## src/rtl/param_data_memory_if.sv

```systemverilog
// -----------------------------------------------------------------------------
// param_data_memory_if
//
// Purpose: request/response bundle between the MEM stage and the data memory.
//
// Parameters:
//   DATA_W  word width in bits
//   ADDR_W  address width in bits
//
// Signals:
//   MEMREAD     read request, sampled on the rising edge
//   MEMWRITE    write request, sampled on the rising edge
//   ADDRESS     word address
//   WRITE_DATA  write data
//   READ_DATA   registered read data, holds between reads
//   READ_VALID  one-cycle pulse, READ_DATA was updated by a read
//   BUSY        init sweep in progress, requests are ignored
//   ADDR_ERR    one-cycle pulse, last accepted request was out of range
//
// Modports: master (datapath side), slave (memory side).
// -----------------------------------------------------------------------------
interface param_data_memory_if #(
  parameter int DATA_W = 8,
  parameter int ADDR_W = 8
);
  logic              MEMREAD;
  logic              MEMWRITE;
  logic [ADDR_W-1:0] ADDRESS;
  logic [DATA_W-1:0] WRITE_DATA;
  logic [DATA_W-1:0] READ_DATA;
  logic              READ_VALID;
  logic              BUSY;
  logic              ADDR_ERR;

  modport master (
    output MEMREAD, MEMWRITE, ADDRESS, WRITE_DATA,
    input  READ_DATA, READ_VALID, BUSY, ADDR_ERR
  );

  modport slave (
    input  MEMREAD, MEMWRITE, ADDRESS, WRITE_DATA,
    output READ_DATA, READ_VALID, BUSY, ADDR_ERR
  );
endinterface

```

## src/rtl/param_data_memory.sv

```systemverilog
// -----------------------------------------------------------------------------
// param_data_memory
//
// Purpose: parametrised single-port data memory for the MEM stage. After every
// reset a hardware sweep writes a fixed signed test pattern, one word per
// cycle, while BUSY is high:
//   pattern(i) = i                    for i <  DEPTH/2
//              = -(i - DEPTH/2)       for i >= DEPTH/2   (modulo 2^DATA_W)
// In RUN it serves reads (1-cycle latency, READ_VALID strobe) and writes, and
// flags out-of-range addresses with ADDR_ERR.
//
// Parameters:
//   DATA_W  word width (default 8)
//   ADDR_W  address port width (default 8)
//   DEPTH   number of words (default 32); even and <= 2^ADDR_W
//
// Ports:
//   CLK  clock, all state updates on the rising edge
//   RST  synchronous active-high reset
//   bus  param_data_memory_if.slave request/response bundle
//
// Build option:
//   DMEM_RDW_BYPASS_EN  when defined, a read and write to the same in-range
//                       address on one edge returns the new write data;
//                       otherwise the pre-write word is returned.
// -----------------------------------------------------------------------------
module param_data_memory #(
  parameter int DATA_W = 8,
  parameter int ADDR_W = 8,
  parameter int DEPTH  = 32
) (
  input logic                CLK,
  input logic                RST,
  param_data_memory_if.slave bus
);

  localparam int              CNT_W   = (DEPTH > 1) ? $clog2(DEPTH) : 1;
  localparam int unsigned     HALF    = DEPTH / 2;
  localparam logic [ADDR_W:0] DEPTH_L = (ADDR_W + 1)'(DEPTH);
  localparam logic [CNT_W-1:0] LAST   = CNT_W'(DEPTH - 1);

  typedef enum logic {INIT, RUN} state_t;

  state_t            state;
  logic [CNT_W-1:0]  cnt;
  logic              in_range;
  logic [CNT_W-1:0]  idx;
  logic [DATA_W-1:0] rd_word;

  logic [DATA_W-1:0] mem [DEPTH];

  function automatic logic [DATA_W-1:0] pattern(input logic [CNT_W-1:0] i);
    int unsigned iu;
    iu = 32'(i);
    if (iu < HALF) return DATA_W'(iu);
    return ~DATA_W'(iu - HALF) + DATA_W'(1);
  endfunction

  // Extra leading zero keeps the compare correct when DEPTH == 2^ADDR_W.
  assign in_range = ({1'b0, bus.ADDRESS} < DEPTH_L);
  assign idx      = bus.ADDRESS[CNT_W-1:0];

  // NOTE: every variable assigned in always_comb gets a default first, so no
  // path leaves it unassigned and no latch is inferred.
  always_comb begin
    rd_word = mem[idx];
`ifdef DMEM_RDW_BYPASS_EN
    // Write-first: forward the incoming data when a write hits the same word.
    if (bus.MEMWRITE) rd_word = bus.WRITE_DATA;
`endif
  end

  // NOTE: the storage array has no reset branch; reset leaves contents alone
  // and the init sweep rewrites them, which keeps it mappable to RAM.
  always_ff @(posedge CLK) begin
    if (!RST) begin
      if (state == INIT) begin
        mem[cnt] <= pattern(cnt);
      end else if (bus.MEMWRITE && in_range) begin
        mem[idx] <= bus.WRITE_DATA;
      end
    end
  end

  // NOTE: sequential state uses non-blocking assignments so every register
  // samples pre-edge values regardless of statement order.
  always_ff @(posedge CLK) begin
    if (RST) begin
      state          <= INIT;
      cnt            <= '0;
      bus.READ_DATA  <= '0;
      bus.READ_VALID <= 1'b0;
      bus.ADDR_ERR   <= 1'b0;
      bus.BUSY       <= 1'b1;
    end else begin
      case (state)
        INIT: begin
          cnt            <= cnt + CNT_W'(1);
          bus.READ_VALID <= 1'b0;
          bus.ADDR_ERR   <= 1'b0;
          if (cnt == LAST) begin
            state    <= RUN;
            bus.BUSY <= 1'b0;
          end
        end
        RUN: begin
          bus.READ_VALID <= bus.MEMREAD;
          bus.ADDR_ERR   <= (bus.MEMREAD || bus.MEMWRITE) && !in_range;
          if (bus.MEMREAD) begin
            bus.READ_DATA <= in_range ? rd_word : '0;
          end
        end
        default: state <= INIT;
      endcase
    end
  end

endmodule

```

## src/flat_wrapper.sv

```systemverilog
// flat-port wrapper written by rule: the top's interface ports become plain ports
module param_data_memory_flat 
#(
  parameter int DATA_W = 8,
  parameter int ADDR_W = 8,
  parameter int DEPTH  = 32
)
  (CLK, RST, bus_MEMREAD, bus_MEMWRITE, bus_ADDRESS, bus_WRITE_DATA, bus_READ_DATA, bus_READ_VALID, bus_BUSY, bus_ADDR_ERR);
  param_data_memory_if #(.DATA_W(DATA_W), .ADDR_W(ADDR_W)) bus_i ();
  input logic CLK;
  input logic RST;
  input wire logic [$bits(bus_i.MEMREAD)-1:0] bus_MEMREAD;
  input wire logic [$bits(bus_i.MEMWRITE)-1:0] bus_MEMWRITE;
  input wire logic [$bits(bus_i.ADDRESS)-1:0] bus_ADDRESS;
  input wire logic [$bits(bus_i.WRITE_DATA)-1:0] bus_WRITE_DATA;
  output wire logic [$bits(bus_i.READ_DATA)-1:0] bus_READ_DATA;
  output wire logic [$bits(bus_i.READ_VALID)-1:0] bus_READ_VALID;
  output wire logic [$bits(bus_i.BUSY)-1:0] bus_BUSY;
  output wire logic [$bits(bus_i.ADDR_ERR)-1:0] bus_ADDR_ERR;
  assign bus_i.MEMREAD = bus_MEMREAD;
  assign bus_i.MEMWRITE = bus_MEMWRITE;
  assign bus_i.ADDRESS = bus_ADDRESS;
  assign bus_i.WRITE_DATA = bus_WRITE_DATA;
  assign bus_READ_DATA = bus_i.READ_DATA;
  assign bus_READ_VALID = bus_i.READ_VALID;
  assign bus_BUSY = bus_i.BUSY;
  assign bus_ADDR_ERR = bus_i.ADDR_ERR;
  param_data_memory #(.DATA_W(DATA_W), .ADDR_W(ADDR_W), .DEPTH(DEPTH)) u_core (.CLK(CLK), .RST(RST), .bus(bus_i));
endmodule
```

## config.mk

```make
export PLATFORM = sky130hd
export DESIGN_NAME = param_data_memory_flat
export DESIGN_NICKNAME = d
export VERILOG_FILES = /design/src/rtl/param_data_memory_if.sv /design/src/rtl/param_data_memory.sv /design/src/flat_wrapper.sv
export SDC_FILE = /design/constraint.sdc
export NUM_CORES = 1
export LEC_CHECK = 0
export CAP_MARGIN = 20
export CORE_MARGIN = 1.5
export CORE_UTILIZATION = 55
export DETAILED_ROUTE_END_ITERATION = 7
export GPL_ROUTABILITY_DRIVEN = 0
export PLACE_DENSITY = 0.8
export RECOVER_POWER = 50
export SYNTH_ARGS = -nofsm -noshare
export SYNTH_HDL_FRONTEND = slang
export SYNTH_SLANG_ARGS = --single-unit
```

## constraint.sdc

```tcl
create_clock -name CLK -period 4.5 [get_ports CLK]
set_input_delay 0.9 -clock CLK [delete_from_list [all_inputs] [get_ports CLK]]
set_output_delay 0.9 -clock CLK [all_outputs]
set_load 0.005 [all_outputs]
```

==> impl_results.md <==
* CTS clk-pin slew, worst paths at 0.06 ns
* Max cap viols at 4
* I/O pin count at 31
* Slew @ Worst Pin at 1.871 ns
* Leakage at 4.133 nW
* Mapped Nets at 634
* CORE AREA at 19530 um2
* Depth of the CTS H-tree at 1
* CTS max path bufs at 3
* Final setup fails at 0
* Post-DP HPWL at 15630 um
* Crit path max-delay cell type: nand3b_1
* Post-synthesis sequential area ratio at 73.18%
* Failing checks: max-capacitance violations, max-slew violations
* Largest area contributor in the netlist: edfxtp_1
* Largest stage delay on the critical path at 0.71 ns
* Number of DRC markers in iteration 0 at 705
* Nets at 681
* CP arrival at 3.84 ns
* Share of cells above drive strength 1 at 17.11%
* Post-detailed-route via-to-cell ratio at 6.450
* CTS buffer count at 26
* Fmax at 272.1 MHz
* Placed inst area at 11600 um2
* Setup TNS at 0 ns
* Total Wirelength at 25220 um
* Status: complete, but fails checks
* RSZ-0062 raised after global routing: no
* EDFF count, synth at 256
* Fraction of registers with async set/reset at 0%
* CP endpoint kind: register
* First-pass GRT wire length at 37560 um
* P per Cell Area at 415.3 nW/um2
* Crit-path cells: clkdlybuf4s50_1, nor4b_1, nand3b_1, nor3_1, a31oi_1, nor2_1
* Post-cts sizing count at 0
* Synth Instances at 611
* Fin util at 63.54%
* Critical setup path kind: primary input to register
* IO Port Bufs at 30
* Startpoint types: primary input
* Number of setup buffers added after CTS at 0
* Fin. Hold Viols at 0
* Final Cycle Share at 81.68%
* Die Span X at 144.2 um
* Fill cell count at 1316
* CP Max Fanout at 17
* Synth warn at 0
* Die area at 20800 um2
* Skew-Pair Late Insertion Delay at 0.54 ns
* TritonRoute pass-1 iters at 5
* Syn-to-layout area delta at 13.11%
* Peak supply drop at 0.2591 mV
* Post-synth top area share at 70.08%
* Tot GR Track Use at 25.21%
* Final Cell Area at 12410 um2
* Slew headroom at -26.04%
* Antenna violations before repair at 0
* Avg WL per Cell at 26.74 um
* Max Slew Vio Count at 112
* Synthesized flop and latch total at 273
* Hold Path Class: register to register
* DRC Markers at 0
* Worst Path Required at 4.67 ns
* Vias in the first global route at 6057
* CTS root buffer: clkbuf_16
* N_diodes at 0
* Min cycle time layout at 3.676 ns
* Post-Syn Area at 10970 um2
* CTS tree: yes
* Routed Antenna Nets at 0
* Pin count of the biggest net entering global routing at 60
* Num rows at 51
* Gr ovfl total at 0
* Hold Buf Count CTS at 0
* Clock sink total at 273
* Initial Utilization at 56.18%
* Synth area leaders: edfxtp_1, mux4_2, dfxtp_1
* Synth Flop Type: edfxtp_1
* Vias at 6082
* Avg Synthesized Cell Area at 17.95 um2
* Layout Skew at 0.02363 ns
* Die Y-Extent at 144.2 um
* Yosys cell types at 46
-- metrics by stage --
| step | hold slack (ns) | power, mW | std cells | setup slack [ns] |
|---|---|---|---|---|
| after floorplan | 0.4442 | 3.004 | 611 | 1.294 |
| after global placement | 0.4392 | 3.084 | 894 | 0.7800 |
| after detailed placement | 0.4414 | 3.091 | 894 | 0.6482 |
| after CTS | 0.4580 | 5.169 | 942 | 1.081 |
| after global routing | 0.4844 | 5.286 | 943 | 0.6481 |
| final | 0.4481 | 5.152 | 943 | 0.8244 |
-- critical path, delay by kind of cell --
kind                   cells  cell delay [ns]
and+or+nand+nor            4             2.34
buffers and inverters      1             0.43
AOI/OAI and AO/OA          1             0.16
-- report_power, final --
group          switching, mW  total (mW)  internal [mW]
registers             0.0122        2.79           2.78
clock network          0.906        2.11           1.21
logic                  0.153       0.248         0.0943
total                   1.07        5.15           4.08
-- flip-flops by register name, summed over array words and instances (netlist names) --
signal and count:
u_core.bus.ADDR_ERR 1, u_core.bus.READ_DATA 8, u_core.mem 256, u_core.bus.READ_VALID 1, u_core.state 1, u_core.cnt 5
u_core.bus.BUSY 1
-- cells in the mapped netlist, types with 6 or more instances --
cell / instances
edfxtp_1: 256
nor2_1: 68
mux4_2: 42
mux2i_1: 32
nand2_1: 22
dfxtp_1: 17
clkbuf_1: 14
a21oi_1: 13
a22oi_1: 12
and2_1: 11
o21ai_0: 11
mux4_1: 8
mux2_2: 7
nor3_1: 7
a211oi_1: 6
a31oi_1: 6
o22ai_1: 6
o41ai_1: 6
-- layer usage --
metal	track usage, %	part of all wire, %
met2	40.09	47
met5	0	0
met1	35.40	40
met3	4.934	9.5
met4	8.612	3.6
-- area by class of cell --
cell class	count	area [um2]	share of cell area (%)
Sequential cell	273	8028	64.70
Multi-Input combinational cell	301	2736	22.06
Timing Repair Buffer	51	447.9	3.610
Tap cell	265	331.6	2.672
Clock buffer	31	721.9	5.819
Inverter	5	18.77	0.1513
Clock inverter	17	122.6	0.9883
-- logic make-up after synthesis --
kind of cell | Yosys count | synth area share [%]
fa+ha+maj | 3 | 0.3422
flops | 273 | 73.18
xor+xnor | 4 | 0.3194
buf+inv | 37 | 1.916
simple gates | 130 | 5.464
compound gates | 75 | 4.597
mux | 89 | 14.18
-- final timing paths --
| kind | startpoint | endpoint | slack [ns] | cells past startpoint |
|---|---|---|---|---|
| max reg2reg | u_core.state$_SDFF_PP0_ | u_core.mem[4][2]$_DFFE_PP_ | 0.97 | 5 |
| min reg2reg | u_core.bus.BUSY$_SDFFE_PP1P_ | u_core.bus.BUSY$_SDFFE_PP1P_ | 0.45 | 1 |
| min | u_core.bus.BUSY$_SDFFE_PP1P_ | u_core.bus.BUSY$_SDFFE_PP1P_ | 0.45 | 1 |
| max | bus_ADDRESS[7] | u_core.mem[4][2]$_DFFE_PP_ | 0.82 | 6 |
-- cell usage in the layout (no fill, tap or decap), types with 3 or more instances in the layout --
cell type,instances
nor2_1,68
nand2b_1,5
o21ai_0,8
a41oi_1,3
o41ai_1,6
mux2_2,6
edfxtp_1,256
ha_1,3
and2_1,9
a22oi_1,12
a31oi_1,6
inv_1,5
nor2b_1,4
o21ai_2,3
o22ai_1,6
clkbuf_16,28
clkdlybuf4s50_1,15
a21oi_1,13
nand2_1,22
dfxtp_1,17
clkbuf_1,6
nor3_1,7
mux2i_1,32
clkinv_2,12
mux4_1,8
mux4_2,42
a211oi_1,6
buf_4,14
clkbuf_2,3
a21o_1,5
dlygate4sd3_1,13
(Power assumes the default switching activity.)
